**config.mk**
```make
export PLATFORM = sky130hd
export DESIGN_NAME = serial_disp_ctrl_flat
export DESIGN_NICKNAME = d
export VERILOG_FILES = /design/src/rtl/p2s_pkg.sv /design/src/rtl/serial_disp_ctrl_if.sv /design/src/rtl/p2s_shifter.sv /design/src/rtl/serial_disp_ctrl.sv /design/src/flat_wrapper.sv
export SDC_FILE = /design/constraint.sdc
export NUM_CORES = 1
export LEC_CHECK = 0
export ABC_AREA = 1
export CORE_MARGIN = 2
export CORE_UTILIZATION = 63
export DETAILED_ROUTE_END_ITERATION = 16
export DONT_BUFFER_PORTS = 1
export MAX_ROUTING_LAYER = met4
export PLACE_DENSITY = 0.79
export SLEW_MARGIN = 10
export SYNTH_ARGS = -nofsm -noshare
export SYNTH_HDL_FRONTEND = slang
export SYNTH_SLANG_ARGS = --single-unit
```
**constraint.sdc**
```tcl
create_clock -name clk_100mhz -period 3.1 [get_ports clk_100mhz]
set_clock_uncertainty 0.05 [all_clocks]
set_input_delay 0.775 -clock clk_100mhz [delete_from_list [all_inputs] [get_ports clk_100mhz]]
set_output_delay 0.775 -clock clk_100mhz [all_outputs]
set_load 0.01 [all_outputs]
```
**src/rtl/p2s_pkg.sv**
```systemverilog
// p2s_pkg
//   Shared definitions for the serial display scheduler (serial_disp_ctrl)
//   and its shift engine (p2s_shifter).
//
//   Contents:
//     - default frame widths and serial clock divider
//     - FSM state encodings (IDLE, SHIFT, LATCH), kept as plain constants so
//       older tools and waveform viewers see a simple 2-bit code
//     - chain-select enum (CH_SEG, CH_LED) and a helper returning the
//       opposite chain
package p2s_pkg;

    localparam int SEG_BITS_DEF = 64;
    localparam int LED_BITS_DEF = 16;
    localparam int CLK_DIV_DEF  = 2;

    localparam logic [1:0] IDLE  = 2'd0;
    localparam logic [1:0] SHIFT = 2'd1;
    localparam logic [1:0] LATCH = 2'd2;

    typedef enum logic {
        CH_SEG = 1'b0,
        CH_LED = 1'b1
    } chan_e;

    function automatic chan_e other_chan(input chan_e c);
        return (c == CH_SEG) ? CH_LED : CH_SEG;
    endfunction

endpackage

```
**src/rtl/serial_disp_ctrl_if.sv**
```systemverilog
// serial_disp_ctrl_if
//   Frame-update handshake between the display-data logic (master) and the
//   serial display scheduler (slave).
//
//   Signals:
//     seg_req   level request to send seg_data
//     seg_data  7-segment frame, held stable until seg_ack
//     seg_ack   one-cycle pulse, seg_data captured in this cycle
//     led_req   level request to send led_data
//     led_data  LED frame, held stable until led_ack
//     led_ack   one-cycle pulse, led_data captured in this cycle
interface serial_disp_ctrl_if
    import p2s_pkg::*;
#(
    parameter int SEG_BITS = SEG_BITS_DEF,
    parameter int LED_BITS = LED_BITS_DEF
);

    logic                seg_req;
    logic [SEG_BITS-1:0] seg_data;
    logic                seg_ack;
    logic                led_req;
    logic [LED_BITS-1:0] led_data;
    logic                led_ack;

    modport master (
        output seg_req, seg_data, led_req, led_data,
        input  seg_ack, led_ack
    );

    modport slave (
        input  seg_req, seg_data, led_req, led_data,
        output seg_ack, led_ack
    );

endinterface

```
**src/rtl/p2s_shifter.sv**
```systemverilog
// p2s_shifter
//   Shared shift engine: a WIDTH-bit MSB-first shift register with a bit
//   counter and a CLK_DIV phase counter that produce the serial clock.
//
//   Ports:
//     clk, rst   system clock, asynchronous active-high reset
//     start      one-cycle pulse: capture load/len and begin shifting
//     load       frame data, left-aligned (first bit in the MSB)
//     len        number of bits to send (1..WIDTH)
//     sclk       serial clock: low CLK_DIV cycles, then high CLK_DIV cycles
//     sdata      current MSB while shifting, 0 otherwise
//     done       high in the last cycle of the last bit's high phase
module p2s_shifter
    import p2s_pkg::*;
#(
    parameter int WIDTH   = SEG_BITS_DEF,
    parameter int CLK_DIV = CLK_DIV_DEF,
    parameter int LEN_W   = $clog2(WIDTH + 1)
) (
    input  logic             clk,
    input  logic             rst,
    input  logic             start,
    input  logic [WIDTH-1:0] load,
    input  logic [LEN_W-1:0] len,
    output logic             sclk,
    output logic             sdata,
    output logic             done
);

    localparam int DIV_W = (CLK_DIV > 1) ? $clog2(CLK_DIV) : 1;

    logic [WIDTH-1:0] sreg_q, sreg_d;
    logic [LEN_W-1:0] bits_left_q, bits_left_d;
    logic [DIV_W-1:0] div_q, div_d;
    logic             high_q, high_d;
    logic             active_q, active_d;
    logic             phase_end;

    assign phase_end = (div_q == DIV_W'(CLK_DIV - 1));

    always_comb begin
        sreg_d      = sreg_q;
        bits_left_d = bits_left_q;
        div_d       = div_q;
        high_d      = high_q;
        active_d    = active_q;
        if (start) begin
            sreg_d      = load;
            bits_left_d = len;
            div_d       = '0;
            high_d      = 1'b0;
            active_d    = (len != '0);
        end else if (active_q) begin
            if (phase_end) begin
                div_d = '0;
                if (!high_q) begin
                    high_d = 1'b1;
                end else begin
                    // End of a bit: advance to the next MSB.
                    high_d      = 1'b0;
                    sreg_d      = sreg_q << 1;
                    bits_left_d = bits_left_q - LEN_W'(1);
                    if (bits_left_q == LEN_W'(1)) begin
                        active_d = 1'b0;
                    end
                end
            end else begin
                div_d = div_q + DIV_W'(1);
            end
        end
    end

    always_ff @(posedge clk or posedge rst) begin
        if (rst) begin
            sreg_q      <= '0;
            bits_left_q <= '0;
            div_q       <= '0;
            high_q      <= 1'b0;
            active_q    <= 1'b0;
        end else begin
            sreg_q      <= sreg_d;
            bits_left_q <= bits_left_d;
            div_q       <= div_d;
            high_q      <= high_d;
            active_q    <= active_d;
        end
    end

    assign sclk  = active_q & high_q;
    assign sdata = active_q & sreg_q[WIDTH-1];
    assign done  = active_q & high_q & phase_end & (bits_left_q == LEN_W'(1));

endmodule

```
**src/rtl/serial_disp_ctrl.sv**
```systemverilog
// serial_disp_ctrl
//   Schedules frame updates for the 7-segment and LED shift chains over one
//   shared shift engine: arbitrates the two requesters, serialises the
//   granted frame MSB first, then raises that chain's output enable.
//
//   Ports:
//     clk_100mhz            system clock
//     rst                   asynchronous active-high reset
//     req_if (slave)        seg/led request, data and ack handshake
//     seg_clk, seg_sout     7-seg chain serial clock and data
//     SEG_PEN, seg_clrn     7-seg chain output enable and clear (active low)
//     led_clk, led_sout     LED chain serial clock and data
//     LED_PEN, led_clrn     LED chain output enable and clear (active low)
//     busy                  shift engine not idle
//
//   Configuration macro:
//     P2S_RR_ARB_EN  defined   round-robin arbitration between the chains
//                    undefined fixed priority, seg over led
module serial_disp_ctrl
    import p2s_pkg::*;
#(
    parameter int SEG_BITS = SEG_BITS_DEF,
    parameter int LED_BITS = LED_BITS_DEF,
    parameter int CLK_DIV  = CLK_DIV_DEF
) (
    input  logic                clk_100mhz,
    input  logic                rst,
    serial_disp_ctrl_if.slave   req_if,
    output logic                seg_clk,
    output logic                seg_sout,
    output logic                SEG_PEN,
    output logic                seg_clrn,
    output logic                led_clk,
    output logic                led_sout,
    output logic                LED_PEN,
    output logic                led_clrn,
    output logic                busy
);

    localparam int LEN_W = $clog2(SEG_BITS + 1);

    logic [1:0]          state_q, state_d;
    chan_e               sel_q, sel_d;
    logic                seg_pen_q, seg_pen_d;
    logic                led_pen_q, led_pen_d;
    logic                clrn_q;
    logic                grant_seg, grant_led, start;
    logic [SEG_BITS-1:0] load_data;
    logic [LEN_W-1:0]    load_len;
    logic                sh_sclk, sh_sdata, sh_done;

`ifdef P2S_RR_ARB_EN
    chan_e               ptr_q, ptr_d;
`endif

    // Arbitration only happens in IDLE and only once reset has been released
    // for at least one edge, so acks stay low while rst is asserted.
    always_comb begin
        grant_seg = 1'b0;
        grant_led = 1'b0;
        if (state_q == IDLE && clrn_q) begin
`ifdef P2S_RR_ARB_EN
            if (req_if.seg_req && req_if.led_req) begin
                grant_seg = (ptr_q == CH_SEG);
                grant_led = (ptr_q == CH_LED);
            end else begin
                grant_seg = req_if.seg_req;
                grant_led = req_if.led_req;
            end
`else
            grant_seg = req_if.seg_req;
            grant_led = req_if.led_req & ~req_if.seg_req;
`endif
        end
    end

    assign start = grant_seg | grant_led;

    // The LED frame is left-aligned so the engine always shifts from its MSB.
    always_comb begin
        load_data = req_if.seg_data;
        load_len  = LEN_W'(SEG_BITS);
        if (grant_led) begin
            load_data = SEG_BITS'(req_if.led_data) << (SEG_BITS - LED_BITS);
            load_len  = LEN_W'(LED_BITS);
        end
    end

`ifdef P2S_RR_ARB_EN
    always_comb begin
        ptr_d = ptr_q;
        if (grant_seg) ptr_d = other_chan(CH_SEG);
        if (grant_led) ptr_d = other_chan(CH_LED);
    end
`endif

    // Frame sequencing: a grant drops the chosen chain's PEN and starts the
    // engine; the engine's last high phase moves to LATCH, where that PEN is
    // raised and kept high until the chain's next grant.
    always_comb begin
        state_d   = state_q;
        sel_d     = sel_q;
        seg_pen_d = seg_pen_q;
        led_pen_d = led_pen_q;
        case (state_q)
            IDLE: begin
                if (start) begin
                    state_d = SHIFT;
                    if (grant_led) begin
                        sel_d     = CH_LED;
                        led_pen_d = 1'b0;
                    end else begin
                        sel_d     = CH_SEG;
                        seg_pen_d = 1'b0;
                    end
                end
            end
            SHIFT: begin
                if (sh_done) begin
                    state_d = LATCH;
                    if (sel_q == CH_LED) led_pen_d = 1'b1;
                    else                 seg_pen_d = 1'b1;
                end
            end
            LATCH:   state_d = IDLE;
            default: state_d = IDLE;
        endcase
    end

    always_ff @(posedge clk_100mhz or posedge rst) begin
        if (rst) begin
            state_q   <= IDLE;
            sel_q     <= CH_SEG;
            seg_pen_q <= 1'b0;
            led_pen_q <= 1'b0;
            clrn_q    <= 1'b0;
        end else begin
            state_q   <= state_d;
            sel_q     <= sel_d;
            seg_pen_q <= seg_pen_d;
            led_pen_q <= led_pen_d;
            clrn_q    <= 1'b1;
        end
    end

`ifdef P2S_RR_ARB_EN
    always_ff @(posedge clk_100mhz or posedge rst) begin
        if (rst) ptr_q <= CH_SEG;
        else     ptr_q <= ptr_d;
    end
`endif

    p2s_shifter #(
        .WIDTH   (SEG_BITS),
        .CLK_DIV (CLK_DIV),
        .LEN_W   (LEN_W)
    ) u_shifter (
        .clk   (clk_100mhz),
        .rst   (rst),
        .start (start),
        .load  (load_data),
        .len   (load_len),
        .sclk  (sh_sclk),
        .sdata (sh_sdata),
        .done  (sh_done)
    );

    assign req_if.seg_ack = grant_seg;
    assign req_if.led_ack = grant_led;

    // The engine's outputs are already 0 outside SHIFT, so steering by the
    // selected chain keeps the idle chain's clk/sout at 0.
    assign seg_clk  = sh_sclk  & (sel_q == CH_SEG);
    assign seg_sout = sh_sdata & (sel_q == CH_SEG);
    assign led_clk  = sh_sclk  & (sel_q == CH_LED);
    assign led_sout = sh_sdata & (sel_q == CH_LED);
    assign SEG_PEN  = seg_pen_q;
    assign LED_PEN  = led_pen_q;
    assign seg_clrn = clrn_q;
    assign led_clrn = clrn_q;
    assign busy     = (state_q != IDLE);

endmodule
```
**src/flat_wrapper.sv**
```systemverilog
// flat-port wrapper written by rule: the top's interface ports become plain ports
module serial_disp_ctrl_flat import p2s_pkg::*;
#(
    parameter int SEG_BITS = SEG_BITS_DEF,
    parameter int LED_BITS = LED_BITS_DEF,
    parameter int CLK_DIV  = CLK_DIV_DEF
)
  (clk_100mhz, rst, seg_clk, seg_sout, SEG_PEN, seg_clrn, led_clk, led_sout, LED_PEN, led_clrn, busy, req_if_seg_req, req_if_seg_data, req_if_led_req, req_if_led_data, req_if_seg_ack, req_if_led_ack);
  serial_disp_ctrl_if #(.SEG_BITS(SEG_BITS), .LED_BITS(LED_BITS)) req_if_i ();
  input  logic clk_100mhz;
  input  logic rst;
  output logic seg_clk;
  output logic seg_sout;
  output logic SEG_PEN;
  output logic seg_clrn;
  output logic led_clk;
  output logic led_sout;
  output logic LED_PEN;
  output logic led_clrn;
  output logic busy;
  input wire logic [$bits(req_if_i.seg_req)-1:0] req_if_seg_req;
  input wire logic [$bits(req_if_i.seg_data)-1:0] req_if_seg_data;
  input wire logic [$bits(req_if_i.led_req)-1:0] req_if_led_req;
  input wire logic [$bits(req_if_i.led_data)-1:0] req_if_led_data;
  output wire logic [$bits(req_if_i.seg_ack)-1:0] req_if_seg_ack;
  output wire logic [$bits(req_if_i.led_ack)-1:0] req_if_led_ack;
  assign req_if_i.seg_req = req_if_seg_req;
  assign req_if_i.seg_data = req_if_seg_data;
  assign req_if_i.led_req = req_if_led_req;
  assign req_if_i.led_data = req_if_led_data;
  assign req_if_seg_ack = req_if_i.seg_ack;
  assign req_if_led_ack = req_if_i.led_ack;
  serial_disp_ctrl #(.SEG_BITS(SEG_BITS), .LED_BITS(LED_BITS), .CLK_DIV(CLK_DIV)) u_core (.clk_100mhz(clk_100mhz), .rst(rst), .req_if(req_if_i), .seg_clk(seg_clk), .seg_sout(seg_sout), .SEG_PEN(SEG_PEN), .seg_clrn(seg_clrn), .led_clk(led_clk), .led_sout(led_sout), .LED_PEN(LED_PEN), .led_clrn(led_clrn), .busy(busy));
endmodule
```
* Yosys cells after proc, flatten, opt, wreduce, memory -nomap -nowiden
Index checks and enable logic that the tools add are counted.
W data, S select, Z words.
** Word-level totals
- Bits in registers :: 80
- Latch bits :: 0
- Bits in writable memories :: 0
- ROM bits :: 0
- Bits of input ports :: 84
- Output and inout port bits :: 11
- Logic and storage cells :: 84
- Memories kept :: 0
** Operators by class
- $add $sub $neg :: 2
- Multipliers :: 0
- Divide/modulo/power cells :: 0
- $lt $le $gt $ge :: 0
- Equal/unequal tests :: 8
- Shifts and indexed selects :: 0
- Multiplexer cells :: 38
- Bitwise operators :: 12
- Reductions and logical operators :: 14
** Operators with widths (count)
- $mux W64 :: 5
- $mux W7 :: 5
- $mux W1 :: 23
- $reduce_and A5 Y1 :: 2
- $reduce_bool A2 Y1 :: 5
- $and A1 B1 Y1 :: 9
- $ne A2 B1 Y1 const B :: 4
- $eq A7 B1 Y1 const B :: 1
- $reduce_bool A7 Y1 :: 1
- $sub A7 B1 Y7 const B :: 1
- $reduce_and A2 Y1 :: 3
- $mux W2 :: 2
- $ne A2 B2 Y1 const B :: 2
- $pmux W1 S2 :: 2
- $pmux W2 S2 :: 1
- $reduce_and A3 Y1 :: 1
- $eq A2 B1 Y1 const B :: 1
- $logic_not A2 Y1 :: 1
- $not A1 Y1 :: 2
- $add A1 B1 Y1 const B :: 1
- $logic_and A1 B1 Y1 :: 1
- $or A1 B1 Y1 :: 1

* Logic depth before layout (Yosys ltp)
Gate-level depths: netlist of the first run.
- Word-level depth :: 6
- Gate-level depth with buffers :: 9
- Depth with buffers taken out :: 9

* By module
From an unflattened synthesis of the first run, not the netlist that was laid out.
** Second synthesis, totals
- Cell total of the unflattened synthesis :: 626
- Area total of the unflattened synthesis :: 4406.7 um^2
** Modules (own cells, without submodules)
- p2s_shifter :: instances 1, cells an instance 423, area each 3433.3 um^2, seq. area each 1851.8 um^2
- serial_disp_ctrl :: instances 1, cells an instance 203, area each 973.4 um^2, seq. area each 150.1 um^2

* Least setup slack after synthesis of the first run
No wires, ideal clock.
- Path kind :: in2out
- Start point :: input port req_if_seg_req
- End point :: output port req_if_led_ack
- Arrival time :: 1270 ps
- Data required time :: 2275 ps
- Slack :: 1005 ps
- Stages :: 4
- Buffers on the path :: 1
- Cell sequence :: inv_1 nand2_1 nor2_4 buf_4
** On the way
- Longest elaborated chain between the ends :: 3
** Ends and longest elaborated chain
- from (decl) :: line flat_wrapper.sv:21 : input wire logic [$bits(req_if_i.seg_req)-1:0] req_if_seg_req;
- $not A1 Y1 :: line serial_disp_ctrl.sv:72 : grant_led = req_if.led_req & ~req_if.seg_req;
- $and A1 B1 Y1 :: line serial_disp_ctrl.sv:72
- $mux W1 :: line serial_disp_ctrl.sv:61 : if (state_q == IDLE && clrn_q) begin
- to (decl) :: line flat_wrapper.sv:26 : output wire logic [$bits(req_if_i.led_ack)-1:0] req_if_led_ack;
Every way passes these cells.

* Final worst setup path of the first run
- Start point :: register u_core.state_q[0]
- End point :: output port req_if_led_ack
** On the way
- Longest elaborated chain between the ends :: 3
** Ends and longest elaborated chain
- from (decl) :: line serial_disp_ctrl.sv:42 : logic [1:0] state_q, state_d;
- from (signal assigned) :: line serial_disp_ctrl.sv:138 : state_q <= state_d;
- $logic_not A2 Y1 :: line serial_disp_ctrl.sv:61
- $logic_and A1 B1 Y1 :: line serial_disp_ctrl.sv:61
- $mux W1 :: line serial_disp_ctrl.sv:61
Every way passes these cells.

==> qor.yml, run 1 <==
worst_setup_path_end_kind: "output port"
cts_buffers: 9
synthTopCellsByArea: "dfrtp_1, nand2_1, o21ai_1, inv_1, o21ai_0"
fillers: 574
syn2layout_area_growth_pct: 3.93
synth_area_per_cell_um2: 7.43
port-buffer-count: 0
drc_errors: 0
clock-sinks: 80
coreArea_um2: 6390
cap_violations: 0
grt.overflow.total: 0
critPathArrivalTime_ns: 1.52
vias_per_cell: 5.54
core.rowCount: 29
grt_pass1_vias: 3487
post_drt_wl_per_cell_um: 14.3
synth-seq-area-share: 0.477
vdd_drop_max_uv: 290
synth_area_leader_cell: "dfrtp_1"
synth_top_area_frac: 0.477
hold_viol: 0
fin_crit_sh: 0.758
synth_warnings: 0
crit_required_ns: 2.27
synth_fp_nets: 651
cts_max_level: 3
die_x_um: 85.6
synth.distinct_cells: 22
ios: 95
period_needed_ns: 2.35
largest_reg_flops: 64
initial_core_util: 0.657
drtIter0Drc: 248
cts_tree: "yes"
cts_setup_buffers: 0
grt_pass1_wl_mm: 15.4
dieArea_um2: 7330
antennaDiodeCount: 0
final_layout_size_suffix_gt1_frac: 0.0627
cts_root_buffer: "clkbuf_8"
cellLeakagePower_nw: 2.33
tns_ns: 0
rsz0062_at_grt: "false"
hpwl_mm: 5.84
finalSetupViolCount: 0
status: "finished clean"
gp_congestion: 0.853
startpoint_type: "register"
max_freq_ghz: 0.426
grt_max_degree: 73
grt_usage: 0.273
critPathMaxFanout: 19
cts_resized: 0
drt_wl_total_mm: 9.06
clk_path_buf_depth: 2
ctsHoldBuffers: 0
p_total_w: 0.00192
ys_ff_latch: 80
hold_path.class: "in -> async"
dieHeight_um: 85.6
num_vias: 3516
slew_violations: 0
antenna_found_initial: 0
clk_latency_ns: 0.35
tightest_slew_ns: 0.675
criticalPathCategory: "reg -> out"
power.density_nw_per_um2: 441
first_pass_iters: 4
synth_area_um2: 4200
slew_headroom: 0.548
largest-register: "u_core.u_shifter.sreg_q"
drt.antenna.violating_nets: 0
clkTransAtPathRegs_ns: 0.08
fin_nets: 639
syn_inst: 565
reg_top3: "u_core.u_shifter.sreg_q (64), u_core.u_shifter.bits_left_q (7), u_core.state_q (2)"
[where the power goes]
| part | switching [W] | total (W) | internal [W] | leakage (nW) |
|---|---|---|---|---|
| sequential | 0.00000319 | 0.00105 | 0.00104 | 1.07 |
| combinational | 0.0000235 | 0.0000269 | 0.00000341 | 1.15 |
| clock | 0.000377 | 0.000848 | 0.000471 | 0.112 |
| total | 0.000404 | 0.00192 | 0.00152 | 2.33 |
[path summary, 6_finish.rpt]
kind                                                          from                                       to  slack (ns)  cells after the start
setup / recovery                     u_core.state_q[0]$_DFFE_PP0P_                           req_if_led_ack        0.75                      3
hold / removal                                                 rst  u_core.u_shifter.sreg_q[23]$_DFFE_PP0P_        0.31                      1
setup reg to reg                     u_core.state_q[0]$_DFFE_PP0P_   u_core.u_shifter.sreg_q[5]$_DFFE_PP0P_        1.05                      9
hold reg to reg            u_core.u_shifter.sreg_q[51]$_DFFE_PP0P_  u_core.u_shifter.sreg_q[51]$_DFFE_PP0P_        0.43                      2
max in group asynchronous                                      rst  u_core.u_shifter.sreg_q[28]$_DFFE_PP0P_        1.96                      2
min in group clk_100mhz    u_core.u_shifter.sreg_q[51]$_DFFE_PP0P_  u_core.u_shifter.sreg_q[51]$_DFFE_PP0P_        0.43                      2
[cells by family after synthesis]
| logic type | synth area share |
|---|---|
| and+or+nand+nor | 0.212 |
| DFF | 0.477 |
| adders and majority gates | 0.00596 |
| buffers and inverters | 0.125 |
| other | 0.000893 |
| AOI/OAI and AO/OA | 0.179 |
[layer usage]
metal,global-route usage,share of wire
met3,0.0500,0.059
met4,0.105,0.018
met5,-,0
met2,0.436,0.49
met1,0.348,0.44
[per-stage QoR]
stage | worst slack, ns | area, µm² | hold WS, ns | std cells | util
2_1_floorplan | 0.223 | 4200 | 0.387 | 565 | -
3_3_place_gp | 0.981 | 4140 | 0.402 | 619 | 0.649
3_5_place_dp | 0.956 | 4140 | 0.410 | 619 | 0.649
4_1_cts | 0.721 | 4360 | 0.309 | 635 | 0.683
5_1_grt | 0.642 | 4360 | 0.342 | 635 | 0.683
6_report | 0.751 | 4360 | 0.306 | 635 | 0.683
[Yosys cell counts, drive strengths merged]
cell type / count
nand2: 182
o21ai: 134
inv: 83
dfrtp: 80
buf: 23
nor2: 22
a21oi: 11
nand3: 10
clkbuf: 8
nand4: 5
ha: 2
nor3: 2
a31oi: 1
conb: 1
o211ai: 1
[cells in the final DEF (no fill, tap or decap), drive strengths merged, types with 5 or more instances in the layout]
cell / count
clkbuf: 10
nand2: 182
buf: 8
dfrtp: 80
inv: 82
nand4: 5
o21ai: 134
nand3: 10
a21oi: 11
nor2: 22
[area by class of cell]
cell class                      count  area, µm²  area share
Clock buffer                       10        138      0.0315
Clock inverter                      6       82.6      0.0189
Inverter                           83        313      0.0717
Multi-Input combinational cell    371       1670       0.383
Sequential cell                    80       2000       0.459
Tap cell                           77       96.3      0.0221
Timing Repair Buffer                8       60.1      0.0138
[critical path, cell delays in order (launching register included)]
cell and delay, ns:
dfrtp_1 0.41, nor2_4 0.23, nand2_1 0.13, nor2_4 0.40
Note: power is estimated with default switching activity, not from simulation.
==> inputs of run 2 (changes only) <==
--- a/config.mk
+++ b/config.mk
@@ -7,11 +7,11 @@
 export LEC_CHECK = 0
 export ABC_AREA = 1
 export CORE_MARGIN = 2
-export CORE_UTILIZATION = 63
+export CORE_UTILIZATION = 57
 export DETAILED_ROUTE_END_ITERATION = 16
 export DONT_BUFFER_PORTS = 1
 export MAX_ROUTING_LAYER = met4
-export PLACE_DENSITY = 0.79
+export PLACE_DENSITY = 0.75
 export SLEW_MARGIN = 10
 export SYNTH_ARGS = -nofsm -noshare
 export SYNTH_HDL_FRONTEND = slang
==> constraint.sdc (replaced) <==
create_clock -name clk_100mhz -period 1.9 [get_ports clk_100mhz]
set_clock_uncertainty 0.05 [all_clocks]
set_input_delay 0.475 -clock clk_100mhz [delete_from_list [all_inputs] [get_ports clk_100mhz]]
set_output_delay 0.475 -clock clk_100mhz [all_outputs]
set_load 0.01 [all_outputs]
==> run 2 against run 1 <==
Against the previous run: clock power increased by 70%; register-to-register slack got worse by 0.74 ns; first-iteration DRC count decreased by 16%; global-route usage decreased by 2.7 points; critical path type unchanged; design area increased by 4.2%; routed wire length decreased by 0.44%; worst hold slack got worse by 0.30 ns; die area increased by 10%; non-clock buffer count increased by 11; sequential share of layout area decreased by 1.9 points.
==> qor.yml, run 2 (synthesis results as in run 1) <==
ctsHoldBuffers: 0  # unchanged
criticalPathCategory: "reg -> out"
crit_buf_inv: 0  # unchanged
cellLeakagePower_nw: 2.40  # +2.9%
clock-sinks: 80  # unchanged
period_needed_ns: 1.84
dieHeight_um: 89.8  # +4.9%
worst_setup_path_end_kind: "output port"
whs_ns: 0.00707  # -0.299 ns
post_drt_wl_per_cell_um: 13.5  # -5.5%
cts_buffers: 9  # unchanged
final_common_cell: "nand2_1"
slew_violations: 0  # unchanged
slowest_delay_ns: 0.42  # about the same
drc_errors: 0  # unchanged
final_core_util: 0.634  # -0.0495
cts_root_buffer: "clkbuf_8"
crit_required_ns: 1.37  # -0.90 ns
path_common_cell: "nor2_4"
setup_ws_ns: 0.0604  # -0.690 ns
hold_viol: 0  # unchanged
cts_max_level: 3  # unchanged
cap_violations: 0  # unchanged
num_vias: 3505  # -0.31%
drt.antenna.violating_nets: 0  # unchanged
largest_reg_flops: 64  # unchanged
startpoint_type: "register"
drt_wl_total_mm: 9.02  # -0.44%
coreArea_um2: 7180  # +12%
grt_usage: 0.246  # -0.0265
syn2layout_area_growth_pct: 8.32
vias_per_cell: 5.24  # -5.4%
clk_path_buf_depth: 2  # unchanged
drtIter0Drc: 209  # -16%
final_layout_size_suffix_gt1_frac: 0.0789  # +0.0162
path_delay_family: "simple AND/OR/NAND/NOR gates"
clkTransAtPathRegs_ns: 0.08  # about the same
reg_top3: "u_core.u_shifter.sreg_q (64), u_core.u_shifter.bits_left_q (7), u_core.state_q (2)"
largest-register: "u_core.u_shifter.sreg_q"
seq_area_um2: 2000  # unchanged
antenna_found_initial: 0  # unchanged
ios: 95  # unchanged
fin_crit_sh: 0.968
final_cells: 669  # +5.4%
cts_tree: "yes"
rsz0062_at_grt: "false"
multiInputGateArea_um2: 1680  # +0.37%
gp_congestion: 0.936  # +9.8%
grt_pass1_wl_mm: 15.7  # +2.4%
grt.overflow.total: 0  # unchanged
final_cell_mix: "nand2_1, o21ai_1, dfrtp_1"
finalSetupViolCount: 0  # unchanged
first_pass_iters: 6  # +2
hpwl_mm: 6.05  # +3.5%
port-buffer-count: 0  # unchanged
power.density_nw_per_um2: 704  # +60%
critPathArrivalTime_ns: 1.31  # -0.21 ns
cp_slowest_cell: "dfrtp_1"
antennaDiodeCount: 0  # unchanged
grt_pass1_vias: 3479  # -0.23%
max_freq_ghz: 0.544
clk_latency_ns: 0.35  # about the same
fillers: 650  # +13%
core.rowCount: 31  # +6.9%
status: "finished clean"
critPathMaxFanout: 8  # -11
die_x_um: 89.8  # +4.9%
hold_path.class: "in -> async"
grt_max_degree: 81  # +11%
dieArea_um2: 8070  # +10%
dp.cells: 649  # +4.8%
vdd_drop_max_uv: 444  # +53%
tns_ns: 0  # unchanged
place_ws_ns: 0.279  # -0.677 ns
initial_core_util: 0.585  # -0.0723
cp_cell_sequence: "nor2_4 -> nand2_1 -> nor2_4"
fin_nets: 651  # +1.9%
## run 2: worst paths after layout
check                                                            start                                 endpoint  slack [ns]  cells after the start
worst min-delay path                                               rst  u_core.u_shifter.sreg_q[57]$_DFFE_PP0P_       0.007                      2
max in group asynchronous                                          rst  u_core.u_shifter.sreg_q[12]$_DFFE_PP0P_        1.39                      2
min in group clk_100mhz                             req_if_seg_data[0]   u_core.u_shifter.sreg_q[0]$_DFFE_PP0P_        0.20                      2
worst min register to register  u_core.u_shifter.sreg_q[0]$_DFFE_PP0P_   u_core.u_shifter.sreg_q[0]$_DFFE_PP0P_        0.43                      2
worst max register to register           u_core.state_q[1]$_DFFE_PP0P_  u_core.u_shifter.sreg_q[62]$_DFFE_PP0P_        0.31                      8
worst max-delay path                     u_core.state_q[1]$_DFFE_PP0P_                           req_if_led_ack        0.06                      3
## run 2: area by class of cell
class | instances | share of cell area
Tap cell | 99 | 0.0272
Clock inverter | 2 | 0.0132
Sequential cell | 80 | 0.440
Timing Repair Buffer | 19 | 0.0424
Multi-Input combinational cell | 372 | 0.369
Clock buffer | 14 | 0.0380
Inverter | 83 | 0.0699
## run 2: worst register-to-register path, stage by stage, from the launching register on
cell	delay, ns
dfrtp_1	0.42
nor2_4	0.14
buf_4	0.15
o211ai_4	0.11
nand2_2	0.15
buf_12	0.21
inv_1	0.12
nand2_1	0.08
nand2_1	0.06
## run 2: metrics by stage
step           power, W  cell area (µm²)
5_1_grt         0.00330             4550
4_1_cts         0.00323             4540
2_1_floorplan   0.00178             4200
3_3_place_gp    0.00179             4280
3_5_place_dp    0.00179             4280
6_report        0.00320             4550
## run 2: timing repair
| action | in CTS | in global routing |
|---|---|---|
| pin swaps | 2 | 1 |
| buffers inserted | 3 | 0 |
| gates cloned | 1 | 0 |
| setup endpoints to repair | 1 | 2 |
| resized for setup | 0 | 1 |
## run 2: per-layer routing
metal	vias to the layer above	wire length, µm	GRT usage	share of wire
met5	-	0	-	0
met4	0	222	0.106	0.025
met3	16	591	0.0587	0.066
met2	111	4240	0.383	0.47
met1	1609	3970	0.310	0.44
li1	1769	-	-	-
## run 2: power breakdown
part	switching, W	internal [W]
Clock	0.000594	0.000850
Sequential	0.00000370	0.00171
Combinational	0.0000406	0.00000891
Total	0.000639	0.00256
